File: src/rtl/timer_pkg.sv
// Shared definitions for the memory-mapped down-counter timer.
`timescale 1ns/1ps
package timer_pkg;

  // Register offsets, decoded from bus_addr[3:2]
  typedef enum logic [1:0] {
    TMR_CTRL   = 2'b00,
    TMR_LOAD   = 2'b01,
    TMR_COUNT  = 2'b10,
    TMR_STATUS = 2'b11
  } tmr_reg_e;

  // CTRL register bit positions
  localparam int unsigned CTRL_EN      = 0;
  localparam int unsigned CTRL_AUTO    = 1;
  localparam int unsigned CTRL_IE      = 2;
  localparam int unsigned CTRL_PSC_LSB = 8;

endpackage

File: src/rtl/timer_prescaler.sv
// Clock prescaler for timer_unit: counts 0..psc while enabled and emits a
// tick in the cycle the count equals psc. Used only when TIMER_PRESCALE_EN
// is defined.
`timescale 1ns/1ps
module timer_prescaler #(
  parameter int unsigned PSC_W = 8
) (
  input  logic             clk,
  input  logic             rst_n,
  input  logic             en,
  input  logic             clr,
  input  logic [PSC_W-1:0] psc,
  output logic             tick
);

  logic [PSC_W-1:0] cnt_q;

  assign tick = en && (cnt_q == psc);

  // Divider count: held at 0 while disabled or cleared, wraps after a tick
  always_ff @(posedge clk) begin
    if (!rst_n) begin
      cnt_q <= '0;
    end else if (clr || !en || tick) begin
      cnt_q <= '0;
    end else begin
      cnt_q <= cnt_q + 1'b1;
    end
  end

endmodule

File: src/rtl/timer_unit.sv
// Memory-mapped down-counter timer with one-shot / auto-reload modes,
// sticky expiry flag and a one-cycle irq_timer pulse.
// Optional clock prescaler enabled by defining TIMER_PRESCALE_EN.
`timescale 1ns/1ps
module timer_unit
  import timer_pkg::*;
#(
  parameter int unsigned DATA_W = 19,
  parameter int unsigned PSC_W  = 8
) (
  input  logic              clk,
  input  logic              rst_n,
  input  logic              bus_valid,
  input  logic              bus_write,
  input  logic [DATA_W-1:0] bus_addr,
  input  logic [DATA_W-1:0] bus_wdata,
  output logic [DATA_W-1:0] bus_rdata,
  output logic              irq_timer
);

  logic              ctrl_en;
  logic              ctrl_auto;
  logic              ctrl_ie;
  logic [DATA_W-1:0] load_q;
  logic [DATA_W-1:0] count_q;
  logic              exp_q;
  logic              irq_q;

  tmr_reg_e reg_sel;
  logic     wr_ctrl;
  logic     wr_load;
  logic     wr_status;
  logic     rd_en;
  logic     tick_raw;
  logic     tick;
  logic     expire;

  // Only bus_addr[3:2] is decoded; remaining address/data bits are don't-care
  logic unused_bits;
  assign unused_bits = ^{bus_addr[DATA_W-1:4], bus_addr[1:0], bus_wdata};

  assign reg_sel   = tmr_reg_e'(bus_addr[3:2]);
  assign rd_en     = bus_valid && !bus_write;
  assign wr_ctrl   = bus_valid && bus_write && (reg_sel == TMR_CTRL);
  assign wr_load   = bus_valid && bus_write && (reg_sel == TMR_LOAD);
  assign wr_status = bus_valid && bus_write && (reg_sel == TMR_STATUS);

`ifdef TIMER_PRESCALE_EN
  logic [PSC_W-1:0] psc_q;

  timer_prescaler #(
    .PSC_W(PSC_W)
  ) u_prescaler (
    .clk   (clk),
    .rst_n (rst_n),
    .en    (ctrl_en),
    .clr   (wr_ctrl),
    .psc   (psc_q),
    .tick  (tick_raw)
  );
`else
  assign tick_raw = ctrl_en;
`endif

  // CTRL/LOAD writes take priority over that cycle's tick
  assign tick   = tick_raw && !wr_ctrl && !wr_load;
  assign expire = tick && (count_q == '0);

  assign irq_timer = irq_q;

  // Register file, counter, sticky flag and interrupt pulse
  always_ff @(posedge clk) begin
    if (!rst_n) begin
      ctrl_en   <= 1'b0;
      ctrl_auto <= 1'b0;
      ctrl_ie   <= 1'b0;
      load_q    <= '0;
      count_q   <= '0;
      exp_q     <= 1'b0;
      irq_q     <= 1'b0;
`ifdef TIMER_PRESCALE_EN
      psc_q     <= '0;
`endif
    end else begin
      irq_q <= expire && ctrl_ie;

      if (wr_ctrl) begin
        ctrl_en   <= bus_wdata[CTRL_EN];
        ctrl_auto <= bus_wdata[CTRL_AUTO];
        ctrl_ie   <= bus_wdata[CTRL_IE];
`ifdef TIMER_PRESCALE_EN
        psc_q     <= bus_wdata[CTRL_PSC_LSB +: PSC_W];
`endif
      end else if (expire && !ctrl_auto) begin
        ctrl_en <= 1'b0;
      end

      if (wr_load) begin
        load_q  <= bus_wdata;
        count_q <= bus_wdata;
      end else if (tick) begin
        if (count_q != '0) begin
          count_q <= count_q - 1'b1;
        end else if (ctrl_auto) begin
          count_q <= load_q;
        end
      end

      // Set wins over a coincident write-1-to-clear
      if (expire) begin
        exp_q <= 1'b1;
      end else if (wr_status && bus_wdata[0]) begin
        exp_q <= 1'b0;
      end
    end
  end

  // Combinational read mux; zero unless a read is in progress
  always_comb begin
    bus_rdata = '0;
    if (rd_en) begin
      case (reg_sel)
        TMR_CTRL: begin
          bus_rdata[CTRL_EN]   = ctrl_en;
          bus_rdata[CTRL_AUTO] = ctrl_auto;
          bus_rdata[CTRL_IE]   = ctrl_ie;
`ifdef TIMER_PRESCALE_EN
          bus_rdata[CTRL_PSC_LSB +: PSC_W] = psc_q;
`endif
        end
        TMR_LOAD:   bus_rdata = load_q;
        TMR_COUNT:  bus_rdata = count_q;
        TMR_STATUS: bus_rdata[0] = exp_q;
        default:    bus_rdata = '0;
      endcase
    end
  end

endmodule

File: config.mk
export PLATFORM = sky130hd
export DESIGN_NAME = timer_unit
export DESIGN_NICKNAME = d
export VERILOG_FILES = /design/src/rtl/timer_pkg.sv /design/src/rtl/timer_prescaler.sv /design/src/rtl/timer_unit.sv
export SDC_FILE = /design/constraint.sdc
export NUM_CORES = 1
export LEC_CHECK = 0
export BUFFER_PORTS_ARGS = -buffer_cell sky130_fd_sc_hd__buf_2
export CORE_ASPECT_RATIO = 0.8
export CORE_MARGIN = 8
export CORE_UTILIZATION = 59
export DETAILED_ROUTE_END_ITERATION = 16
export GPL_TIMING_DRIVEN = 0
export PLACE_DENSITY = 0.91
export SYNTH_ARGS = -nofsm -noshare
export SYNTH_HDL_FRONTEND = slang
export SYNTH_SLANG_ARGS = --single-unit
File: constraint.sdc
create_clock -name clk -period 4.4 [get_ports clk]
set_clock_uncertainty 0.1 [all_clocks]
set_input_delay 0.22 -clock clk [delete_from_list [all_inputs] [get_ports clk]]
set_output_delay 0.22 -clock clk [all_outputs]
set_load 0.05 [all_outputs]
======== After elaboration in Yosys (flattened, before gate mapping) ========
Index checks and enable logic that the tools add are counted.
cells by class
  multiplexer cells ....................... 12
  reduce and logical (&&, ||, !) cells .... 23
  add/sub/neg operators ................... 1
  eq/ne operators ......................... 3
operators by type and width
  kind                                                                    count
  19-bit 2-to-1 mux                                                       5
  16-bit one-hot mux with 2 select lines                                  1
  19-bit zero test                                                        1
  19-bit nonzero test                                                     1
  19-bit by 1-bit subtractor with 19-bit output (second input constant)   1
  1-bit logical AND                                                       11
  2-bit one-hot mux with 3 select lines                                   1
  2-bit nonzero test                                                      3
  2-bit equality test (second input constant)                             2
  1-bit zero test                                                         4
  1-bit 2-to-1 mux                                                        4
  1-bit one-hot mux with 4 select lines                                   1
  3-bit nonzero test                                                      1
  2-bit by 1-bit equality test with 1-bit output (second input constant)  1
  2-bit zero test                                                         1
  2-bit AND reduction                                                     1
storage, ports and cells
  output and inout port bits .............. 20
  word-level logic and storage cells ...... 46
  input bits .............................. 42
  register bits after elaboration ......... 43

======== Logic depth before layout (Yosys ltp) ========
  word-level depth ........................ 9
  mapped depth ............................ 9
  gate-level depth less buffers ........... 7

======== Worst setup path before layout ========
Ideal clock, no wire load.
  path kind ............................... input to output
  start point ............................. input port bus_addr[2]
  end point ............................... output port bus_rdata[0]
  arrival time ............................ 2131 ps
  path buffers ............................ 1
  data required time ...................... 4080 ps
  cell stages on the path ................. 7
  path slack .............................. 1949 ps
  cell sequence ........................... inv_1 ha_1 clkbuf_1 a222oi_1 nor2_1 a21oi_1 nor3b_1
on the way
  cells in the longest elaborated chain, start to end .. 3
  elaborated cells on any way between the ends .. 6
  those cells by class .................... 3 x eq/ne; 2 x mux; 1 x reduce/logical
RTL lines
  element                                            RTL line           text
  from (decl)                                        timer_unit.sv:15   input logic [DATA_W-1:0] bus_addr,
  2-bit equality test, or another cell as far along  timer_unit.sv:122  case (reg_sel)
  1-bit one-hot mux with 4 select lines (*)          timer_unit.sv:122
  19-bit 2-to-1 mux (*)                              timer_unit.sv:121  if (rd_en) begin
  to (decl)                                          timer_unit.sv:17   output logic [DATA_W-1:0] bus_rdata,
Every way passes the cells marked *; elsewhere a longest branch is shown, timed or not.

======== Final worst setup path ========
  start point ............................. register count_q[0]
  end point ............................... register count_q[11]
on the way
  cells in the longest elaborated chain, start to end .. 4
  elaborated cells on any way between the ends .. 7
  those cells by class .................... 1 x add/sub; 3 x mux; 3 x reduce/logical
RTL lines
  element                                                                                      RTL line                              text
  from (decl)                                                                                  timer_unit.sv:25                      logic [DATA_W-1:0] count_q;
  from (signal assigned)                                                                       timer_unit.sv:100                     count_q <= bus_wdata;
  from (signal assigned)                                                                       timer_unit.sv:103                     count_q <= count_q - 1'b1;
  from (signal assigned)                                                                       timer_unit.sv:105                     count_q <= load_q;
  19-bit by 1-bit subtractor with 19-bit output / 19-bit nonzero test (equally long branches)  timer_unit.sv:103, timer_unit.sv:102
  19-bit 2-to-1 mux                                                                            timer_unit.sv:102                     if (count_q != '0) begin
  19-bit 2-to-1 mux                                                                            timer_unit.sv:101                     end else if (tick) begin
  19-bit 2-to-1 mux                                                                            timer_unit.sv:98                      if (wr_load) begin
Several ways; a longest one is shown, not always the timed one. The select of a mux whose other input is x is not followed.
A chain may end at the register's enable or synchronous reset.

==> metrics.txt <==
# TYPE chip_impl_metric gauge
chip_impl_metric{name="globalRouteOverflowTotal",unit=""} 0
chip_impl_metric{name="cts_repair_resized_insts",unit=""} 0
chip_impl_info{name="run_status",value="complete, no violations"} 1
chip_impl_info{name="critical_path.cell_chain",value="inv_1 > ha_1 > or3b_4 > nor3_4 > a31oi_4 > buf_2 > o21ai_1 > a31oi_1"} 1
chip_impl_metric{name="num_antenna_cells",unit=""} 0
chip_impl_metric{name="timing.max_cap.violations",unit=""} 0
chip_impl_metric{name="cts-htree-levels",unit=""} 2
chip_impl_metric{name="clock_sink_count",unit=""} 43
chip_impl_metric{name="layout_cell_share_with_drive_strength_beyond_1",unit=""} 0.184
chip_impl_metric{name="routabilityCongestion",unit=""} 0.975
chip_impl_metric{name="r2r_setup_slack",unit="ps"} 1910
chip_impl_metric{name="ir_drop",unit="mV"} 0.268
chip_impl_metric{name="cp_max_fo",unit=""} 10
chip_impl_metric{name="finalNetCount",unit=""} 452
chip_impl_metric{name="drv_slew",unit=""} 0
chip_impl_metric{name="worst_slew_margin_rel",unit=""} 0.461
chip_impl_info{name="worst_min_delay_path_endpoint",value="load_q[17]"} 1
chip_impl_metric{name="setup_viol_count_final",unit=""} 0
chip_impl_metric{name="routed_wire_length",unit="mm"} 9.10
chip_impl_info{name="synth_ff_type",value="sky130_fd_sc_hd__dfxtp_1"} 1
chip_impl_metric{name="gr-usage-all-layers",unit=""} 0.259
chip_impl_metric{name="worst_ep_required_time",unit="ps"} 4490
chip_impl_metric{name="post-dp-hpwl",unit="mm"} 6.41
chip_impl_metric{name="remaining_drc_errors",unit=""} 0
chip_impl_metric{name="worstRegToRegCells",unit=""} 8
chip_impl_metric{name="antenna_found_initial",unit=""} 0
chip_impl_metric{name="timing.critical_path.arrival",unit="ps"} 2580
chip_impl_metric{name="final-hold-violation-count",unit=""} 0
chip_impl_metric{name="yosysSeqAreaShare",unit=""} 0.310
chip_impl_metric{name="post_route_fraction_of_the_period_consumed_by_the_critical_path",unit=""} 0.566
chip_impl_info{name="rsz0062_at_grt",value="no"} 1
chip_impl_metric{name="synth.ff_latch_count",unit=""} 43
chip_impl_info{name="critical_path.reg2reg.startpoint",value="count_q[0]"} 1
chip_impl_metric{name="layout.area.seq",unit="um2"} 861
chip_impl_metric{name="insertion_delay",unit="ps"} 310
chip_impl_metric{name="fin_util",unit=""} 0.699
chip_impl_metric{name="worstPathBufferInverterCount",unit=""} 2
chip_impl_metric{name="ctsLongestPathBuffers",unit=""} 2
chip_impl_metric{name="detail-route-antenna-nets",unit=""} 0
chip_impl_metric{name="min_period",unit="ps"} 2490
chip_impl_metric{name="dieArea",unit="mm2"} 0.00716
chip_impl_metric{name="mappedNetlistArea",unit="mm2"} 0.00277
chip_impl_metric{name="initial_core_util",unit=""} 0.607
chip_impl_metric{name="drt-vias-per-instance",unit=""} 6.75
chip_impl_metric{name="die-height",unit="um"} 77.3
chip_impl_info{name="hp-start",value="bus_wdata[17]"} 1
chip_impl_metric{name="ys_warn_count",unit=""} 0
chip_impl_metric{name="power.density",unit="mW/mm2"} 458
chip_impl_info{name="setup.worst_path.start_class",value="flip-flop"} 1
chip_impl_info{name="cts_tree",value="built"} 1
chip_impl_metric{name="first_iter_violations",unit=""} 548
chip_impl_metric{name="fmaxAchievable",unit="MHz"} 401
chip_impl_metric{name="synth-edff-count",unit=""} 0
chip_impl_info{name="regToRegEndpoint",value="count_q[11]"} 1
chip_impl_metric{name="cpPeakStageDelay",unit="ps"} 420
chip_impl_metric{name="cts-buffers-inserted",unit=""} 5
chip_impl_info{name="clock-root-buffer",value="sky130_fd_sc_hd__clkbuf_8"} 1
chip_impl_metric{name="synth_async_sr_flop_share",unit=""} 0
chip_impl_metric{name="synthCells",unit=""} 353
chip_impl_metric{name="multi_input_area",unit="mm2"} 0.00176
chip_impl_metric{name="grt_start_max_net_pins",unit=""} 15
chip_impl_metric{name="global_route_wire_length_before_repair",unit="mm"} 15.2
chip_impl_metric{name="clk_transition_reported_paths",unit="ps"} 90
chip_impl_metric{name="area_delta_synth_final",unit="%"} 15.2
chip_impl_metric{name="via_count",unit=""} 3127
chip_impl_metric{name="placementRows",unit=""} 22
chip_impl_metric{name="tns",unit="ps"} 0
chip_impl_info{name="critPathKind",value="flip-flop to flip-flop"} 1
chip_impl_info{name="critical-path-top-delay-family",value="simple AND/OR/NAND/NOR gates"} 1
chip_impl_info{name="hold_path.class",value="primary input to flip-flop"} 1
chip_impl_metric{name="count_of_tritonroute_iterations_in_the_first_routing_pass",unit=""} 5
chip_impl_metric{name="port_buffers",unit=""} 42
chip_impl_metric{name="die_width",unit="um"} 92.6
chip_impl_metric{name="io_pins",unit=""} 62
chip_impl_metric{name="power_leakage",unit="nW"} 1.22
chip_impl_metric{name="hold_path_depth",unit=""} 3
chip_impl_metric{name="net_count_synth",unit=""} 403
chip_impl_metric{name="routed_wire_length_per_instance",unit="um"} 19.7
chip_impl_metric{name="synth_area_per_cell",unit="um2"} 7.85
chip_impl_metric{name="first_global_vias",unit=""} 3100
chip_impl_metric{name="synth_cell_types",unit=""} 66
chip_impl_metric{name="cts_hold_buf",unit=""} 0
chip_impl_metric{name="core_area",unit="mm2"} 0.00457
chip_impl_info{name="timing.critical_path.to_type",value="flip-flop"} 1
chip_impl_metric{name="layout.filler_cells",unit=""} 372
chip_impl_metric{name="post-cts-setup-buffers",unit=""} 0
chip_impl_metric{name="worstMarginPinSlew",unit="ps"} 802
chip_impl_info{name="critical-path-slowest-cell",value="sky130_fd_sc_hd__or3b_4"} 1
[worst reg2reg max path: cells and delay by family, from the launching register on]
| family | cells | cell delay [ps] |
|---|---|---|
| flops | 1 | 380 |
| simple gates | 2 | 810 |
| compound gates | 3 | 510 |
| fa+ha+maj | 1 | 160 |
| buf+inv | 2 | 410 |
[worst max-delay path by stage]
stage,startpoint,endpoint,slack (ps),depth (start not counted)
after CTS,count_q[0],count_q[11],1970,8
after global routing,bus_addr[3],bus_rdata[15],1760,8
after floorplan,bus_addr[2],bus_rdata[0],1950,7
after global placement,bus_addr[3],bus_rdata[10],2060,8
final,count_q[0],count_q[11],1910,8
after detailed placement,bus_addr[3],bus_rdata[15],1990,8
[state kept, by name, indices dropped and copies added, names as in the netlist]
signal	cells
count_q	19
ctrl_auto	1
ctrl_en	1
ctrl_ie	1
exp_q	1
irq_timer	1
load_q	19
[placed cells by master (no fill, tap or decap), types with 3 or more instances in the layout]
master	count
sky130_fd_sc_hd__or3_1	3
sky130_fd_sc_hd__o22ai_1	3
sky130_fd_sc_hd__nor3_1	8
sky130_fd_sc_hd__a21oi_1	31
sky130_fd_sc_hd__a31oi_1	10
sky130_fd_sc_hd__nand4_1	8
sky130_fd_sc_hd__o21ai_0	8
sky130_fd_sc_hd__a211o_1	4
sky130_fd_sc_hd__a211oi_1	3
sky130_fd_sc_hd__o221ai_1	3
sky130_fd_sc_hd__o21ai_1	13
sky130_fd_sc_hd__nor2_1	33
sky130_fd_sc_hd__buf_2	49
sky130_fd_sc_hd__clkbuf_1	15
sky130_fd_sc_hd__a22oi_1	16
sky130_fd_sc_hd__dfxtp_1	43
sky130_fd_sc_hd__inv_1	4
sky130_fd_sc_hd__nand3_1	10
sky130_fd_sc_hd__a222oi_1	3
sky130_fd_sc_hd__o31a_1	3
sky130_fd_sc_hd__o211ai_1	9
sky130_fd_sc_hd__xnor2_1	6
sky130_fd_sc_hd__ha_1	8
sky130_fd_sc_hd__nor3b_1	3
sky130_fd_sc_hd__clkbuf_8	5
sky130_fd_sc_hd__nand2_1	47
[cells in the mapped netlist, types with 3 or more instances]
library cell / number / area [um2]
sky130_fd_sc_hd__nand2_1: 47 / 176
sky130_fd_sc_hd__dfxtp_1: 43 / 861
sky130_fd_sc_hd__nor2_1: 33 / 124
sky130_fd_sc_hd__a21oi_1: 31 / 155
sky130_fd_sc_hd__a22oi_1: 16 / 120
sky130_fd_sc_hd__clkbuf_1: 15 / 56.3
sky130_fd_sc_hd__o21ai_1: 13 / 65.1
sky130_fd_sc_hd__a31oi_1: 10 / 62.6
sky130_fd_sc_hd__nand3_1: 10 / 50.1
sky130_fd_sc_hd__o211ai_1: 9 / 67.6
sky130_fd_sc_hd__ha_1: 8 / 100
sky130_fd_sc_hd__nand4_1: 8 / 50.1
sky130_fd_sc_hd__nor3_1: 8 / 40.0
sky130_fd_sc_hd__o21ai_0: 8 / 40.0
sky130_fd_sc_hd__buf_2: 7 / 35.0
sky130_fd_sc_hd__xnor2_1: 6 / 52.6
sky130_fd_sc_hd__a211o_1: 4 / 35.0
sky130_fd_sc_hd__inv_1: 4 / 15.0
sky130_fd_sc_hd__a211oi_1: 3 / 22.5
sky130_fd_sc_hd__a222oi_1: 3 / 30.0
sky130_fd_sc_hd__nor3b_1: 3 / 22.5
sky130_fd_sc_hd__o221ai_1: 3 / 26.3
sky130_fd_sc_hd__o22ai_1: 3 / 18.8
sky130_fd_sc_hd__o31a_1: 3 / 26.3
sky130_fd_sc_hd__or3_1: 3 / 18.8
[cell families after synthesis]
family | count (synthesis) | share of synthesized area
XOR/XNOR | 8 | 0.0253
buffers and inverters | 32 | 0.0532
flip-flops | 43 | 0.310
adder cells (fa/ha/maj) | 8 | 0.0361
AO/OA/AOI/OAI | 122 | 0.297
AND/OR/NAND/NOR | 138 | 0.270
multiplexers | 2 | 0.00722
[metal layers]
layer  part of all wire  global-route usage
met5                  0                   0
met4              0.037               0.119
met3               0.12              0.0973
met2               0.43               0.391
met1               0.41               0.320
[per-stage QoR]
stage | cell area, um2 | hold WS, ps | power, W | worst slack, ps | cells
detailed placement | 3060 | 359 | 0.00106 | 1990 | 455
global route | 3190 | 41.8 | 0.00152 | 1760 | 463
global placement | 3060 | 354 | 0.00105 | 2060 | 455
finish | 3190 | 50.9 | 0.00146 | 1910 | 463
CTS | 3190 | 48.2 | 0.00144 | 1970 | 463
floorplan | 2770 | 256 | 0.000915 | 1950 | 353
[power by group]
part | total (W) | switching (W) | internal (W) | leakage (nW)
clock | 0.000378 | 0.000152 | 0.000226 | 0.0644
sequential | 0.000438 | 0.0000289 | 0.000409 | 0.348
combinational | 0.000647 | 0.000404 | 0.000243 | 0.808
[layout make-up]
| type | count | share of cell area |
|---|---|---|
| clock buffers | 5 | 0.0215 |
| well taps | 60 | 0.0235 |
| inverters | 5 | 0.00588 |
| multi-input cells | 278 | 0.552 |
| flip-flops and latches | 43 | 0.269 |
| repair buffers | 42 | 0.0658 |
| clock inverters | 3 | 0.0212 |
| plain buffers | 27 | 0.0403 |
No activity file was read; power rests on OpenSTA's default activity.
